### config.mk
export PLATFORM = sky130hd
export DESIGN_NAME = fma16_issue_seq_flat
export DESIGN_NICKNAME = d
export VERILOG_FILES = /design/src/rtl/fma16_issue_seq_pkg.sv /design/src/rtl/fma16_issue_seq_if.sv /design/src/rtl/fma16_issue_fifo.sv /design/src/rtl/fma16_issue_seq.sv /design/src/flat_wrapper.sv
export SDC_FILE = /design/constraint.sdc
export NUM_CORES = 1
export LEC_CHECK = 0
export CAP_MARGIN = 30
export CORE_MARGIN = 2
export CORE_UTILIZATION = 55
export DETAILED_ROUTE_END_ITERATION = 8
export PLACE_DENSITY = 0.88
export SYNTH_ARGS = -nofsm -noshare
export SYNTH_HDL_FRONTEND = slang
export SYNTH_SLANG_ARGS = --single-unit
export TNS_END_PERCENT = 5
### constraint.sdc
create_clock -name clk -period 4.05 [get_ports clk]
set_clock_uncertainty 0.2 [all_clocks]
set_input_delay 1.215 -clock clk [delete_from_list [all_inputs] [get_ports clk]]
set_output_delay 1.215 -clock clk [all_outputs]
set_load 0.005 [all_outputs]
### src/rtl/fma16_issue_seq_pkg.sv
// rtl/fma16_issue_seq_pkg.sv - shared state encoding and request/response types for the fma16 issue sequencer
package fma16_issue_seq_pkg;

  localparam int TAG_W_DEF = 4;

  typedef enum logic [1:0] {
    IDLE = 2'd0,
    WAIT = 2'd1,
    RESP = 2'd2
  } state_e;

  localparam logic [1:0] ST_IDLE = IDLE;
  localparam logic [1:0] ST_WAIT = WAIT;
  localparam logic [1:0] ST_RESP = RESP;

  typedef struct packed {
    logic [15:0]          x;
    logic [15:0]          y;
    logic [15:0]          z;
    logic                 mul;
    logic                 add;
    logic                 negp;
    logic                 negz;
    logic [1:0]           roundmode;
    logic [TAG_W_DEF-1:0] tag;
  } req_t;

  typedef struct packed {
    logic [15:0]          result;
    logic [3:0]           flags;
    logic [TAG_W_DEF-1:0] tag;
  } rsp_t;

endpackage

### src/rtl/fma16_issue_seq_if.sv
// rtl/fma16_issue_seq_if.sv - host request/response and fma16 operand/result signals of the issue sequencer
interface fma16_issue_seq_if #(
  parameter int TAG_W = 4
);
  logic             req_valid;
  logic             req_ready;
  logic [15:0]      req_x;
  logic [15:0]      req_y;
  logic [15:0]      req_z;
  logic             req_mul;
  logic             req_add;
  logic             req_negp;
  logic             req_negz;
  logic [1:0]       req_roundmode;
  logic [TAG_W-1:0] req_tag;

  logic [15:0]      fma_x;
  logic [15:0]      fma_y;
  logic [15:0]      fma_z;
  logic             fma_mul;
  logic             fma_add;
  logic             fma_negp;
  logic             fma_negz;
  logic [1:0]       fma_roundmode;
  logic [15:0]      fma_result;
  logic [3:0]       fma_flags;

  logic             rsp_valid;
  logic             rsp_ready;
  logic [15:0]      rsp_result;
  logic [3:0]       rsp_flags;
  logic [TAG_W-1:0] rsp_tag;

  // master: host plus the fma16 unit; slave: the sequencer itself
  modport master (
    output req_valid, req_x, req_y, req_z, req_mul, req_add, req_negp, req_negz,
           req_roundmode, req_tag, rsp_ready, fma_result, fma_flags,
    input  req_ready, fma_x, fma_y, fma_z, fma_mul, fma_add, fma_negp, fma_negz,
           fma_roundmode, rsp_valid, rsp_result, rsp_flags, rsp_tag
  );

  modport slave (
    input  req_valid, req_x, req_y, req_z, req_mul, req_add, req_negp, req_negz,
           req_roundmode, req_tag, rsp_ready, fma_result, fma_flags,
    output req_ready, fma_x, fma_y, fma_z, fma_mul, fma_add, fma_negp, fma_negz,
           fma_roundmode, rsp_valid, rsp_result, rsp_flags, rsp_tag
  );

endinterface

### src/rtl/fma16_issue_fifo.sv
// rtl/fma16_issue_fifo.sv - request FIFO with wrap-bit pointers and first-word-fall-through head
module fma16_issue_fifo
  import fma16_issue_seq_pkg::*;
#(
  parameter int DEPTH = 4
) (
  input  logic clk,
  input  logic reset_n,
  input  logic push,
  input  req_t push_data,
  input  logic pop,
  output logic full,
  output logic empty,
  output req_t head
);

  localparam int AW = $clog2(DEPTH);

  logic [AW:0] wr_ptr;
  logic [AW:0] rd_ptr;
  req_t        mem [DEPTH];

  assign empty = (wr_ptr == rd_ptr);
  assign full  = (wr_ptr[AW] != rd_ptr[AW]) && (wr_ptr[AW-1:0] == rd_ptr[AW-1:0]);
  assign head  = mem[rd_ptr[AW-1:0]];

  always_ff @(posedge clk or negedge reset_n) begin
    if (!reset_n) begin
      wr_ptr <= '0;
      rd_ptr <= '0;
    end else begin
      if (push && !full) begin
        wr_ptr <= wr_ptr + (AW+1)'(1);
      end
      if (pop && !empty) begin
        rd_ptr <= rd_ptr + (AW+1)'(1);
      end
    end
  end

  // Storage needs no reset: entries are only read between push and pop.
  always_ff @(posedge clk) begin
    if (push && !full) begin
      mem[wr_ptr[AW-1:0]] <= push_data;
    end
  end

endmodule

### src/rtl/fma16_issue_seq.sv
// rtl/fma16_issue_seq.sv - queues tagged fma16 requests, issues them one at a time and returns in-order responses
// Optional statistics ports are enabled by defining FMA16_ISSUE_SEQ_STATS_EN.
module fma16_issue_seq
  import fma16_issue_seq_pkg::*;
#(
  parameter int DEPTH   = 4,
  parameter int TAG_W   = TAG_W_DEF,
  parameter int FMA_LAT = 1
) (
  input  logic               clk,
  input  logic               reset_n,
  fma16_issue_seq_if.slave   bus
`ifdef FMA16_ISSUE_SEQ_STATS_EN
  ,
  input  logic               stat_clr,
  output logic [15:0]        stat_ops,
  output logic [3:0]         stat_flags
`endif
);

  localparam int CW = $clog2(FMA_LAT + 1);

  logic [1:0]    state;
  logic [CW-1:0] wait_cnt;
  req_t          op_q;
  rsp_t          rsp_q;
  logic          rsp_valid;

  req_t          push_data;
  req_t          head;
  logic          full;
  logic          empty;
  logic          pop;

  assign push_data = '{x:         bus.req_x,
                       y:         bus.req_y,
                       z:         bus.req_z,
                       mul:       bus.req_mul,
                       add:       bus.req_add,
                       negp:      bus.req_negp,
                       negz:      bus.req_negz,
                       roundmode: bus.req_roundmode,
                       tag:       TAG_W_DEF'(bus.req_tag)};

  // The head is consumed from IDLE, or from RESP on the response handshake.
  assign pop = !empty && ((state == ST_IDLE) || ((state == ST_RESP) && bus.rsp_ready));

  fma16_issue_fifo #(
    .DEPTH (DEPTH)
  ) u_fifo (
    .clk       (clk),
    .reset_n   (reset_n),
    .push      (bus.req_valid),
    .push_data (push_data),
    .pop       (pop),
    .full      (full),
    .empty     (empty),
    .head      (head)
  );

  assign bus.req_ready = !full;

  always_ff @(posedge clk or negedge reset_n) begin
    if (!reset_n) begin
      state     <= ST_IDLE;
      wait_cnt  <= '0;
      op_q      <= '0;
      rsp_q     <= '0;
      rsp_valid <= 1'b0;
    end else begin
      case (state)
        ST_IDLE: begin
          if (pop) begin
            op_q     <= head;
            wait_cnt <= CW'(FMA_LAT);
            state    <= ST_WAIT;
          end
        end
        ST_WAIT: begin
          wait_cnt <= wait_cnt - CW'(1);
          if (wait_cnt == CW'(1)) begin
            rsp_q     <= '{result: bus.fma_result, flags: bus.fma_flags, tag: op_q.tag};
            rsp_valid <= 1'b1;
            state     <= ST_RESP;
          end
        end
        ST_RESP: begin
          if (bus.rsp_ready) begin
            rsp_valid <= 1'b0;
            if (pop) begin
              op_q     <= head;
              wait_cnt <= CW'(FMA_LAT);
              state    <= ST_WAIT;
            end else begin
              state <= ST_IDLE;
            end
          end
        end
        default: state <= ST_IDLE;
      endcase
    end
  end

  assign bus.fma_x         = op_q.x;
  assign bus.fma_y         = op_q.y;
  assign bus.fma_z         = op_q.z;
  assign bus.fma_mul       = op_q.mul;
  assign bus.fma_add       = op_q.add;
  assign bus.fma_negp      = op_q.negp;
  assign bus.fma_negz      = op_q.negz;
  assign bus.fma_roundmode = op_q.roundmode;

  assign bus.rsp_valid  = rsp_valid;
  assign bus.rsp_result = rsp_q.result;
  assign bus.rsp_flags  = rsp_q.flags;
  assign bus.rsp_tag    = TAG_W'(rsp_q.tag);

`ifdef FMA16_ISSUE_SEQ_STATS_EN
  logic rsp_hs;
  assign rsp_hs = rsp_valid && bus.rsp_ready;

  always_ff @(posedge clk or negedge reset_n) begin
    if (!reset_n) begin
      stat_ops   <= '0;
      stat_flags <= '0;
    end else if (stat_clr) begin
      stat_ops   <= '0;
      stat_flags <= '0;
    end else if (rsp_hs) begin
      if (stat_ops != 16'hFFFF) begin
        stat_ops <= stat_ops + 16'd1;
      end
      stat_flags <= stat_flags | rsp_q.flags;
    end
  end
`endif

endmodule

### src/flat_wrapper.sv
// flat-port wrapper written by rule: the top's interface ports become plain ports
module fma16_issue_seq_flat import fma16_issue_seq_pkg::*;
#(
  parameter int DEPTH   = 4,
  parameter int TAG_W   = TAG_W_DEF,
  parameter int FMA_LAT = 1
)
  (clk, reset_n, bus_req_valid, bus_req_x, bus_req_y, bus_req_z, bus_req_mul, bus_req_add, bus_req_negp, bus_req_negz, bus_req_roundmode, bus_req_tag, bus_rsp_ready, bus_fma_result, bus_fma_flags, bus_req_ready, bus_fma_x, bus_fma_y, bus_fma_z, bus_fma_mul, bus_fma_add, bus_fma_negp, bus_fma_negz, bus_fma_roundmode, bus_rsp_valid, bus_rsp_result, bus_rsp_flags, bus_rsp_tag);
  fma16_issue_seq_if #(.TAG_W(TAG_W)) bus_i ();
  input  logic clk;
  input  logic reset_n;
  input wire logic [$bits(bus_i.req_valid)-1:0] bus_req_valid;
  input wire logic [$bits(bus_i.req_x)-1:0] bus_req_x;
  input wire logic [$bits(bus_i.req_y)-1:0] bus_req_y;
  input wire logic [$bits(bus_i.req_z)-1:0] bus_req_z;
  input wire logic [$bits(bus_i.req_mul)-1:0] bus_req_mul;
  input wire logic [$bits(bus_i.req_add)-1:0] bus_req_add;
  input wire logic [$bits(bus_i.req_negp)-1:0] bus_req_negp;
  input wire logic [$bits(bus_i.req_negz)-1:0] bus_req_negz;
  input wire logic [$bits(bus_i.req_roundmode)-1:0] bus_req_roundmode;
  input wire logic [$bits(bus_i.req_tag)-1:0] bus_req_tag;
  input wire logic [$bits(bus_i.rsp_ready)-1:0] bus_rsp_ready;
  input wire logic [$bits(bus_i.fma_result)-1:0] bus_fma_result;
  input wire logic [$bits(bus_i.fma_flags)-1:0] bus_fma_flags;
  output wire logic [$bits(bus_i.req_ready)-1:0] bus_req_ready;
  output wire logic [$bits(bus_i.fma_x)-1:0] bus_fma_x;
  output wire logic [$bits(bus_i.fma_y)-1:0] bus_fma_y;
  output wire logic [$bits(bus_i.fma_z)-1:0] bus_fma_z;
  output wire logic [$bits(bus_i.fma_mul)-1:0] bus_fma_mul;
  output wire logic [$bits(bus_i.fma_add)-1:0] bus_fma_add;
  output wire logic [$bits(bus_i.fma_negp)-1:0] bus_fma_negp;
  output wire logic [$bits(bus_i.fma_negz)-1:0] bus_fma_negz;
  output wire logic [$bits(bus_i.fma_roundmode)-1:0] bus_fma_roundmode;
  output wire logic [$bits(bus_i.rsp_valid)-1:0] bus_rsp_valid;
  output wire logic [$bits(bus_i.rsp_result)-1:0] bus_rsp_result;
  output wire logic [$bits(bus_i.rsp_flags)-1:0] bus_rsp_flags;
  output wire logic [$bits(bus_i.rsp_tag)-1:0] bus_rsp_tag;
  assign bus_i.req_valid = bus_req_valid;
  assign bus_i.req_x = bus_req_x;
  assign bus_i.req_y = bus_req_y;
  assign bus_i.req_z = bus_req_z;
  assign bus_i.req_mul = bus_req_mul;
  assign bus_i.req_add = bus_req_add;
  assign bus_i.req_negp = bus_req_negp;
  assign bus_i.req_negz = bus_req_negz;
  assign bus_i.req_roundmode = bus_req_roundmode;
  assign bus_i.req_tag = bus_req_tag;
  assign bus_i.rsp_ready = bus_rsp_ready;
  assign bus_i.fma_result = bus_fma_result;
  assign bus_i.fma_flags = bus_fma_flags;
  assign bus_req_ready = bus_i.req_ready;
  assign bus_fma_x = bus_i.fma_x;
  assign bus_fma_y = bus_i.fma_y;
  assign bus_fma_z = bus_i.fma_z;
  assign bus_fma_mul = bus_i.fma_mul;
  assign bus_fma_add = bus_i.fma_add;
  assign bus_fma_negp = bus_i.fma_negp;
  assign bus_fma_negz = bus_i.fma_negz;
  assign bus_fma_roundmode = bus_i.fma_roundmode;
  assign bus_rsp_valid = bus_i.rsp_valid;
  assign bus_rsp_result = bus_i.rsp_result;
  assign bus_rsp_flags = bus_i.rsp_flags;
  assign bus_rsp_tag = bus_i.rsp_tag;
  fma16_issue_seq #(.DEPTH(DEPTH), .TAG_W(TAG_W), .FMA_LAT(FMA_LAT)) u_core (.clk(clk), .reset_n(reset_n), .bus(bus_i));
endmodule
==> After elaboration in Yosys (flattened, before gate mapping) <==
Memory sizes are Yosys's and may differ from the RTL's.
Index checks and enable logic that the tools add are counted.
{ "classes": {"addsub": 3, "eq_ne": 8, "mux": 16, "reduce_logical": 17} }
{ "ops": {"columns": ["cell", "count"], "rows": [
  ["$mux W58", 2],
  ["$pmux W58 S2", 1],
  ["$mux W1", 7],
  ["$add A3 B1 Y3 const B", 2],
  ["$mux W2", 3],
  ["$pmux W2 S3", 1],
  ["$reduce_and A2 Y1", 3],
  ["$reduce_and A3 Y1", 2],
  ["$logic_and A1 B1 Y1", 5],
  ["$ne A2 B2 Y1 const B", 2],
  ["$reduce_bool A2 Y1", 2],
  ["$eq A3 B3 Y1", 1],
  ["$pmux W1 S3", 1],
  ["$reduce_bool A3 Y1", 1],
  ["$eq A2 B1 Y1 const B", 1],
  ["$eq A2 B2 Y1", 1],
  ["$eq A2 B2 Y1 const B", 1],
  ["$logic_not A1 Y1", 2],
  ["$logic_not A2 Y1", 1],
  ["$ne A2 B1 Y1 const B", 1],
  ["$pmux W1 S2", 1],
  ["$logic_or A1 B1 Y1", 1],
  ["$ne A1 B1 Y1", 1],
  ["$sub A1 B1 Y1 const B", 1]
]} }
{ "totals": {"reg_bits": 92, "mem_bits_rw": 232, "inputBits": 82, "elab_cells": 62, "memories": 1} }
{ "mem_list": {"columns": ["memory", "depth", "word_bits", "read_ports", "rd_clocked_by_memory_dff", "write_ports", "line_no", "text"], "rows": [
  ["u_core.u_fifo.mem", 4, 58, 1, 0, 1, "fma16_issue_fifo.sv:21", "req_t mem [DEPTH];"]
]} }

==> Longest topological paths before layout <==
Gate-level depths: netlist of the first run.
{ "depth": {"depth_word": 7, "mapped_depth": 6, "ltp_nobuf": 4} }

==> Modules after synthesis <==
From an unflattened synthesis of the first run, not the netlist that was laid out.
{ "hier_totals": {"hier_cells": 596, "hier_area_um2": 12567.1} }
{ "modules_own_cells": {"columns": ["mod", "n_inst", "cells_per_inst", "area_per_inst_um2", "seq_area_each_um2"], "rows": [
  ["fma16_issue_fifo", 1, 352, 8832.2, 7116.8],
  ["fma16_issue_seq", 1, 244, 3734.8, 2152.1]
]} }

==> Worst setup path after synthesis of the first run <==
Ideal clock, no wire load.
{ "synth_timing": {"path_type": "in2reg", "startpoint": "in bus_req_valid", "endpoint": "mem u_core.u_fifo.mem[3][0] (netlist name) (enable)", "setup_time_ns": 0.424, "arrival_ns": 2.664, "required_ns": 3.426, "setup_slack_ns": 0.762, "stages": 1, "n_path_buf": 0, "path_cell_list": "and3_1"} }
{ "synth_between": {"elab_chain_cells": 3} }
{ "synth_lines": {"columns": ["element", "line_no", "text"], "rows": [
  ["from (decl)", "flat_wrapper.sv:12", "input wire logic [$bits(bus_i.req_valid)-1:0] bus_req_valid;"],
  ["$logic_and A1 B1 Y1", "fma16_issue_fifo.sv:43", "if (push && !full) begin"],
  ["$mux W1", "fma16_issue_fifo.sv:43", null],
  ["$mux W1 (implied by the code)", "fma16_issue_fifo.sv:44", "mem[wr_ptr[AW-1:0]] <= push_data;"],
  ["to (decl)", "fma16_issue_fifo.sv:21", null]
]} }
No other way between the ends.

==> Final worst setup path of the first run <==
{ "layout_timing": {"startpoint": "reg u_core.u_fifo.wr_ptr[1]", "endpoint": "out bus_req_ready"} }
{ "layout_between": {"elab_chain_cells": 3} }
{ "layout_lines": {"columns": ["element", "line_no", "text"], "rows": [
  ["from (decl)", "fma16_issue_fifo.sv:19", "logic [AW:0] wr_ptr;"],
  ["from (signal assigned)", "fma16_issue_fifo.sv:33", "wr_ptr <= wr_ptr + (AW+1)'(1);"],
  ["$eq A2 B2 Y1", "fma16_issue_fifo.sv:24", "assign full = (wr_ptr[AW] != rd_ptr[AW]) && (wr_ptr[AW-1:0] == rd_ptr[AW-1:0]);"],
  ["$logic_and A1 B1 Y1", "fma16_issue_fifo.sv:24", null],
  ["$logic_not A1 Y1", "fma16_issue_seq.sv:61", "assign bus.req_ready = !full;"],
  ["to (decl)", "flat_wrapper.sv:25", "output wire logic [$bits(bus_i.req_ready)-1:0] bus_req_ready;"]
]} }
No other way between the ends.

==> impl_metrics.env, run 1 <==
export IMPL_status="finished clean"
export IMPL_start_kind="register"
export IMPL_avgRoutedWirePerCell_um=22.5
export IMPL_die_height_um=155
export IMPL_via_count=5707
export IMPL_crit_path_end_kind="output port"
export IMPL_clock_latency_ps=550
export IMPL_root_buffer="clkbuf_16"
export IMPL_crit_chain="xnor2_1, nand3b_1, clkdlybuf4s50_1"
export IMPL_antenna_found_initial=1
export IMPL_final_cell_mix="edfxtp_1 (232), clkdlybuf4s50_1 (160), dfrtp_1 (90)"
export IMPL_place_gp_congestion=0.776
export IMPL_synth_warning_count=0
export IMPL_grt_pass1_wl_um=35000
export IMPL_dp_cells=959
export IMPL_setup_tns_ps=0
export IMPL_ir_worst_vdd_v=0.000604
export IMPL_port_buffers=161
export IMPL_hold_path_startpoint="u_core.bus.fma_z[12]"
export IMPL_dp_slack_ps=740
export IMPL_cts_setup_buffers=0
export IMPL_ios=162
export IMPL_cts_htree_levels=1
export IMPL_ys_ff_latch=324
export IMPL_num_nets_final=794
export IMPL_fp_row_count=55
export IMPL_final_common_cell="edfxtp_1"
export IMPL_synth_area_per_cell_um2=21.7
export IMPL_dp_hpwl_um=13400
export IMPL_ys_types=26
export IMPL_multi_input_comb_area_um2=2700
export IMPL_numCtsBuffers=31
export IMPL_finalCritPeriodShare=0.899
export IMPL_postSynthCellCount=576
export IMPL_area_delta_synth_final_pct=21.7
export IMPL_start_util=0.556
export IMPL_reg2reg_setup_slack_ps=1230
export IMPL_drv_cap=0
export IMPL_track_usage=0.191
export IMPL_seq_area_frac_synth=0.743
export IMPL_antennaDiodeCount=0
export IMPL_cts_sinks=324
export IMPL_die_width_um=155
export IMPL_critical_path_arrival_ps=2230
export IMPL_synth_area_um2=12500
export IMPL_hold_depth=1
export IMPL_min_period_ps=3640
export IMPL_rr_worst_depth=4
export IMPL_fp_dieArea_um2=23900
export IMPL_slew_headroom=0.361
export IMPL_dr_pass1_iters=4
export IMPL_grt_max_degree=63
export IMPL_r2r_start="u_core.u_fifo.rd_ptr[0]"
export IMPL_clkTransAtPathRegs_ps=60
export IMPL_tightest_slew_ps=956
export IMPL_hp_class="register to register"
export IMPL_core_area_um2=22400
export IMPL_drt_initial_drc_count=345
export IMPL_setup_slack_ps=408
export IMPL_path_class="register to output port"
export IMPL_instances_no_fill=1017
export IMPL_grt_overflow_total=0
export IMPL_max_clock_path_buffers=3
export IMPL_finalSetupViolCount=0
export IMPL_finalHoldViolCount=0
export IMPL_vias_per_cell=5.61
export IMPL_regArea_um2=9270
export IMPL_slowest_stage="clkdlybuf4s50_1"
export IMPL_rsz0062_at_grt="no"
export IMPL_path_buf_inv=1
export IMPL_drv_slew=0
export IMPL_max_freq_mhz=275
export IMPL_grt_pass1_vias=6248
export IMPL_cp_top_family="buffers and inverters"
export IMPL_powerDensity_nw_per_um2=820
export IMPL_critPathMaxFanout=6
export IMPL_hold_end="u_core.bus.fma_z[12]"
export IMPL_drive_gt1_frac=0.275
export IMPL_cp_slowest_stage_delay_ps=550
export IMPL_cp_required_ps=2630
export IMPL_drc=0
export IMPL_syn_num_nets=663
export IMPL_postCtsHoldBufs=0
export IMPL_fill_cells=1410
export IMPL_cts_tree="built"
export IMPL_totalWireLength_um=22900
export IMPL_cts_resized=0
export IMPL_ant_nets=0
export IMPL_r2r_end="u_core.bus.fma_y[11]"
export IMPL_p_leak_nw=5.42
## state kept, by name, summed over array words and instances, names as in the netlist
name / flops
u_core.wait_cnt: 1
u_core.op_q: 4
u_core.state: 2
u_core.bus.rsp_flags: 4
u_core.bus.rsp_result: 16
u_core.bus.fma_add: 1
u_core.u_fifo.rd_ptr: 3
u_core.bus.fma_negz: 1
u_core.bus.fma_mul: 1
u_core.bus.rsp_tag: 4
u_core.bus.fma_x: 16
u_core.u_fifo.wr_ptr: 3
u_core.bus.fma_roundmode: 2
u_core.bus.fma_z: 16
u_core.bus.rsp_valid: 1
u_core.bus.fma_negp: 1
u_core.u_fifo.mem: 232
u_core.bus.fma_y: 16
## layout make-up
cell class,count,share of cell area
sequential,324,0.610
multi-input combinational,177,0.178
timing repair buffer,171,0.115
clock buffer,37,0.0539
tap,285,0.0235
clock inverter,21,0.0192
inverter,2,0.000494
## Yosys cell counts
| master | number | area share |
|---|---|---|
| dfrtp_1 | 92 | 0.18 |
| mux4_2 | 58 | 0.10 |
| buf_4 | 51 | 0.031 |
| mux2_1 | 12 | 0.011 |
| nand2_1 | 4 | 0.0012 |
| ha_1 | 5 | 0.0050 |
| buf_6 | 7 | 0.0063 |
| inv_1 | 2 | 0.00060 |
| nand4b_1 | 1 | 0.00070 |
| xnor2_1 | 5 | 0.0035 |
| clkbuf_1 | 8 | 0.0024 |
| nand3b_1 | 1 | 0.00060 |
| nor2b_1 | 2 | 0.0010 |
| buf_2 | 7 | 0.0028 |
| a311oi_4 | 1 | 0.0021 |
| or2_2 | 1 | 0.00050 |
| mux2_2 | 32 | 0.029 |
| edfxtp_1 | 232 | 0.56 |
| a21oi_1 | 3 | 0.0012 |
| nand2b_1 | 1 | 0.00050 |
| xor2_1 | 3 | 0.0021 |
| and3_1 | 4 | 0.0020 |
| mux2_4 | 40 | 0.048 |
| nor2_1 | 2 | 0.00060 |
| nor3b_1 | 1 | 0.00060 |
| o21ai_0 | 1 | 0.00040 |
## kinds of logic after synthesis
| logic type | count (synthesis) | share of synthesized area |
|---|---|---|
| flops | 324 | 0.743 |
| simple gates | 17 | 0.00772 |
| xor+xnor | 8 | 0.00561 |
| mux | 142 | 0.192 |
| buf+inv | 75 | 0.0428 |
| compound gates | 5 | 0.00371 |
| fa+ha+maj | 5 | 0.00501 |
## metal layers
| layer | global-route usage | share of wire |
|---|---|---|
| met1 | 0.252 | 0.41 |
| met2 | 0.331 | 0.50 |
| met3 | 0.0370 | 0.065 |
| met4 | 0.0459 | 0.020 |
| met5 | 0 | 0.00053 |
## power by group
| part | total, W | switching [W] | internal, W |
|---|---|---|---|
| clock | 0.00307 | 0.00118 | 0.00189 |
| combinational | 0.00426 | 0.00173 | 0.00253 |
| sequential | 0.00512 | 0.000452 | 0.00467 |
| total | 0.0125 | 0.00336 | 0.00909 |
## per-stage QoR
| step | instance area [um2] | hold slack (ps) | util | power [W] |
|---|---|---|---|---|
| floorplan | 12500 | 259 | - | 0.00819 |
| global placement | 14100 | 275 | 0.628 | 0.00925 |
| detailed placement | 14100 | 275 | 0.628 | 0.00952 |
| CTS | 15200 | 290 | 0.677 | 0.0126 |
| global route | 15200 | 303 | 0.677 | 0.0130 |
| finish | 15200 | 286 | 0.677 | 0.0125 |
## worst max-delay path by stage
stage | startpoint | to | slack, ps | depth (start not counted)
4_1_cts | u_core.u_fifo.wr_ptr[1] | bus_req_ready | 380 | 3
3_5_place_dp | bus_rsp_ready | u_core.bus.fma_z[14] | 740 | 5
2_1_floorplan | bus_req_valid | u_core.u_fifo.mem[3][0] | 760 | 1
5_1_grt | u_core.u_fifo.wr_ptr[1] | bus_req_ready | 320 | 3
6_report | u_core.u_fifo.wr_ptr[1] | bus_req_ready | 410 | 3
3_3_place_gp | bus_rsp_ready | u_core.bus.fma_x[0] | 770 | 5
No activity file was read; power rests on OpenSTA's default activity.
==> run 2: changes to the inputs <==
- SLEW_MARGIN: default -> 30
==> run 2 against run 1 <==
Against the previous run:
- cell area is essentially flat
- register-to-register slack about the same
- worst hold slack is essentially flat
- final cell count hardly changed
- die area unchanged
- via count about the same
- utilization about the same
- first-iteration DRC count increased by 0.29%
- critical path depth unchanged
- clock-buffer cell count stayed put
- sequential power about the same
==> impl_metrics.env, run 2 (synthesis results as in run 1) <==
export IMPL_grt_max_degree=63
export IMPL_grt_pass1_vias=6248
export IMPL_drive_gt1_frac=0.276
export IMPL_grt_overflow_total=0
export IMPL_cp_required_ps=2630
export IMPL_finalSetupViolCount=0
export IMPL_cts_sinks=324
export IMPL_grt_pass1_wl_um=35000
export IMPL_drv_cap=0
export IMPL_power_w=0.0125
export IMPL_numCtsBuffers=31
export IMPL_clkTransAtPathRegs_ps=60
export IMPL_ir_worst_vdd_v=0.000601
export IMPL_slew_headroom=0.398
export IMPL_clock_latency_ps=550
export IMPL_avgRoutedWirePerCell_um=22.4
export IMPL_fp_row_count=55
export IMPL_dp_slack_ps=740
export IMPL_drc=0
export IMPL_area_delta_synth_final_pct=21.8
export IMPL_setup_slack_ps=405
export IMPL_rsz0062_at_grt="no"
export IMPL_port_buffers=161
export IMPL_drt_initial_drc_count=346
export IMPL_cts_setup_buffers=0
export IMPL_cts_htree_levels=1
export IMPL_setup_tns_ps=0
export IMPL_antenna_found_initial=1
export IMPL_cts_resized=0
export IMPL_core_area_um2=22400
export IMPL_root_buffer="clkbuf_16"
export IMPL_place_gp_congestion=0.776
export IMPL_regArea_um2=9270
export IMPL_final_cell_mix="edfxtp_1 (232), clkdlybuf4s50_1 (160), dfrtp_1 (90)"
export IMPL_powerDensity_nw_per_um2=820
export IMPL_start_kind="register"
export IMPL_drv_slew=0
export IMPL_track_usage=0.191
export IMPL_die_width_um=155
export IMPL_ant_nets=0
export IMPL_hp_class="register to register"
export IMPL_ios=162
export IMPL_dp_hpwl_um=13400
export IMPL_totalWireLength_um=22800
export IMPL_num_nets_final=794
export IMPL_fill_cells=1409
export IMPL_max_clock_path_buffers=3
export IMPL_crit_path_end_kind="output port"
export IMPL_status="finished clean"
export IMPL_critical_path_arrival_ps=2230
export IMPL_path_class="register to output port"
export IMPL_reg2reg_setup_slack_ps=1230
export IMPL_vias_per_cell=5.60
export IMPL_die_height_um=155
export IMPL_min_period_ps=3640
export IMPL_finalCritPeriodShare=0.900
export IMPL_via_count=5704
export IMPL_max_freq_mhz=274
export IMPL_critPathMaxFanout=6
export IMPL_cts_tree="built"
export IMPL_fp_dieArea_um2=23900
export IMPL_postCtsHoldBufs=0
export IMPL_multi_input_comb_area_um2=2700
export IMPL_dr_pass1_iters=4
export IMPL_final_common_cell="edfxtp_1"
export IMPL_finalHoldViolCount=0
export IMPL_tightest_slew_ps=903
export IMPL_p_leak_nw=5.42
export IMPL_start_util=0.556
export IMPL_largest_reg_flops=232
[run 2: cell count changes in the layout (fill, tap and decap cells not counted)]
cell and delta:
nand2_1 -1, diode_2 +1, nand2_2 +1
[run 2: layer usage]
layer / global-route usage / vias to the layer above / share of wire
li1: - / 2475 / -
met1: 0.252 / 2979 / 0.41
met2: 0.331 / 204 / 0.50
met3: 0.0370 / 44 / 0.062
met4: 0.0459 / 2 / 0.020
met5: 0 / - / 0.00053
[run 2: cell type report]
class | instances | share of cell area
clock buffers | 37 | 0.0538
repair buffers | 171 | 0.115
clock inverters | 21 | 0.0192
diodes | 1 | 0.000165
inverters | 2 | 0.000494
flip-flops and latches | 324 | 0.610
well taps | 285 | 0.0235
multi-input cells | 177 | 0.178
[run 2: critical path: stages (launching register included)]
cell             delay (ps)
dfrtp_1                 440
xnor2_1                 400
nand3b_1                290
clkdlybuf4s50_1         550
[run 2: power breakdown]
| group | switching [W] | leakage, nW | internal (W) | total, W |
|---|---|---|---|---|
| Combinational | 0.00173 | 1.69 | 0.00253 | 0.00426 |
| Sequential | 0.000453 | 3.20 | 0.00467 | 0.00513 |
| Clock | 0.00118 | 0.536 | 0.00189 | 0.00307 |
[run 2: path summary, 6_finish.rpt]
check	startpoint	to	cells past startpoint
worst max register to register	u_core.u_fifo.rd_ptr[0]	u_core.bus.fma_y[11]	4
max in group asynchronous	reset_n	u_core.bus.fma_y[12]	2
worst max-delay path	u_core.u_fifo.wr_ptr[1]	bus_req_ready	3
worst min-delay path	u_core.bus.fma_z[12]	u_core.bus.fma_z[12]	1
min in group asynchronous	reset_n	u_core.bus.rsp_flags[0]	1
worst min register to register	u_core.bus.fma_z[12]	u_core.bus.fma_z[12]	1
[run 2: metrics by stage]
stage	cells	instance area (um2)	hold WS [ps]	utilization
2_1_floorplan	576	12500	259	-
3_3_place_gp	959	14100	275	0.628
3_5_place_dp	959	14100	275	0.628
4_1_cts	1017	15200	290	0.677
5_1_grt	1017	15200	303	0.677
6_report	1018	15200	286	0.677
==> run 3: changes to the inputs <==
- MAX_ROUTING_LAYER: default -> met4
- REMOVE_ABC_BUFFERS: default -> 1
==> run 3 against run 2 <==
Against the previous run:
- register-to-register slack gained 70 ps
- final cell count shrank 0.39%
- non-clock buffer count shrank 2
- worst setup slack lost 150 ps
==> impl_metrics.env, run 3 (synthesis results as in run 1) <==
export IMPL_critPathMaxFanout=28
export IMPL_finalSetupViolCount=0
export IMPL_r2r_start="u_core.u_fifo.rd_ptr[0]"
export IMPL_largest_reg_flops=232
export IMPL_dr_pass1_iters=4
export IMPL_cts_tree="built"
export IMPL_cts_setup_buffers=0
export IMPL_area_delta_synth_final_pct=21.0
export IMPL_cts_htree_levels=1
export IMPL_crit_end="bus_req_ready"
export IMPL_vias_per_cell=5.51
export IMPL_grt_pass1_vias=6160
export IMPL_drive_gt1_frac=0.274
export IMPL_instances_no_fill=1014
export IMPL_design_area_um2=15100
export IMPL_clock_latency_ps=540
export IMPL_antennaDiodeCount=0
export IMPL_setup_tns_ps=0
export IMPL_final_common_cell="edfxtp_1"
export IMPL_final_cell_mix="edfxtp_1 (232), clkdlybuf4s50_1 (160), dfrtp_1 (90)"
export IMPL_drv_slew=0
export IMPL_min_period_ps=3800
export IMPL_p_leak_nw=5.39
export IMPL_crit_path_start="u_core.u_fifo.rd_ptr[0]"
export IMPL_fp_dieArea_um2=23900
export IMPL_postCtsHoldBufs=0
export IMPL_cts_resized=0
export IMPL_finalCritPeriodShare=0.938
export IMPL_drc=0
export IMPL_dp_hpwl_um=13300
export IMPL_cts_sinks=324
export IMPL_track_usage=0.192
export IMPL_rsz0062_at_grt="no"
export IMPL_rr_worst_depth=3
export IMPL_r2r_end="u_core.bus.fma_y[7]"
export IMPL_ios=162
export IMPL_status="finished clean"
export IMPL_grt_max_degree=64
export IMPL_drv_cap=0
export IMPL_max_clock_path_buffers=3
export IMPL_grt_overflow_total=0
export IMPL_via_count=5589
export IMPL_cp_required_ps=2630
export IMPL_setup_slack_ps=253
export IMPL_fp_row_count=55
export IMPL_finalHoldViolCount=0
export IMPL_num_nets_final=792
export IMPL_hp_class="register to register"
export IMPL_ant_nets=0
export IMPL_powerDensity_nw_per_um2=802
export IMPL_ir_worst_vdd_v=0.000733
export IMPL_slew_headroom=0.406
export IMPL_tightest_slew_ps=891
export IMPL_max_freq_mhz=263
export IMPL_die_height_um=155
export IMPL_start_kind="register"
export IMPL_totalWireLength_um=22100
export IMPL_antenna_found_initial=0
export IMPL_place_gp_congestion=0.760
export IMPL_dp_cells=957
export IMPL_grt_pass1_wl_um=34500
export IMPL_start_util=0.556
export IMPL_core_area_um2=22400
export IMPL_reg2reg_setup_slack_ps=1300
export IMPL_dp_slack_ps=662
export IMPL_path_class="register to output port"
export IMPL_die_width_um=155
export IMPL_dpl_cell_area_um2=14100
export IMPL_numCtsBuffers=31
export IMPL_root_buffer="clkbuf_16"
export IMPL_port_buffers=161
export IMPL_crit_path_end_kind="output port"
export IMPL_critical_path_arrival_ps=2380
export IMPL_drt_initial_drc_count=281
export IMPL_clkTransAtPathRegs_ps=60
export IMPL_avgRoutedWirePerCell_um=21.8
==> run 3: worst max-delay path: stages (launching register included) <==
cell             delay (ps)
dfrtp_4                 710
xnor2_2                 340
nand3b_1                250
clkdlybuf4s50_1         530
==> run 3: area by class of cell <==
| cell class | count | area [um2] |
|---|---|---|
| Inverter | 2 | 7.51 |
| Fill cell | 1419 | 7340 |
| Multi-Input combinational cell | 177 | 2710 |
| Tap cell | 285 | 357 |
| Clock buffer | 43 | 927 |
| Clock inverter | 14 | 72.6 |
| Timing Repair Buffer | 169 | 1750 |
| Sequential cell | 324 | 9280 |
==> run 3: routing by layer <==
| layer | wire length (um) | GRT usage | vias up |
|---|---|---|---|
| met4 | 314 | 0.0340 | 0 |
| met5 | 0 | - | - |
| met1 | 9260 | 0.248 | 2926 |
| met3 | 1240 | 0.0401 | 27 |
| li1 | - | - | 2473 |
| met2 | 11300 | 0.324 | 163 |
==> run 3: per-stage QoR <==
stage,total power (W),hold slack [ps],util
2_1_floorplan,0.00783,262,-
3_3_place_gp,0.00925,275,0.628
3_5_place_dp,0.00949,282,0.628
4_1_cts,0.0123,296,0.672
5_1_grt,0.0127,314,0.673
6_report,0.0121,296,0.673
==> run 3: how the worst min path moves through the flow <==
stage / depth (start not counted) / to / startpoint
after floorplan: 1 / u_core.u_fifo.wr_ptr[2] / u_core.u_fifo.wr_ptr[2]
after global placement: 1 / u_core.bus.fma_y[8] / u_core.bus.fma_y[8]
after detailed placement: 1 / u_core.bus.fma_z[12] / u_core.bus.fma_z[12]
after CTS: 1 / u_core.bus.fma_z[12] / u_core.bus.fma_z[12]
after global routing: 1 / u_core.bus.fma_y[10] / u_core.bus.fma_y[10]
final: 1 / u_core.bus.fma_z[12] / u_core.bus.fma_z[12]
==> run 3: power by group <==
| group | switching [W] | internal, W | total, W |
|---|---|---|---|
| logic | 0.00163 | 0.00253 | 0.00416 |
| clock network | 0.00115 | 0.00159 | 0.00274 |
| registers | 0.000528 | 0.00467 | 0.00520 |
| total | 0.00331 | 0.00880 | 0.0121 |
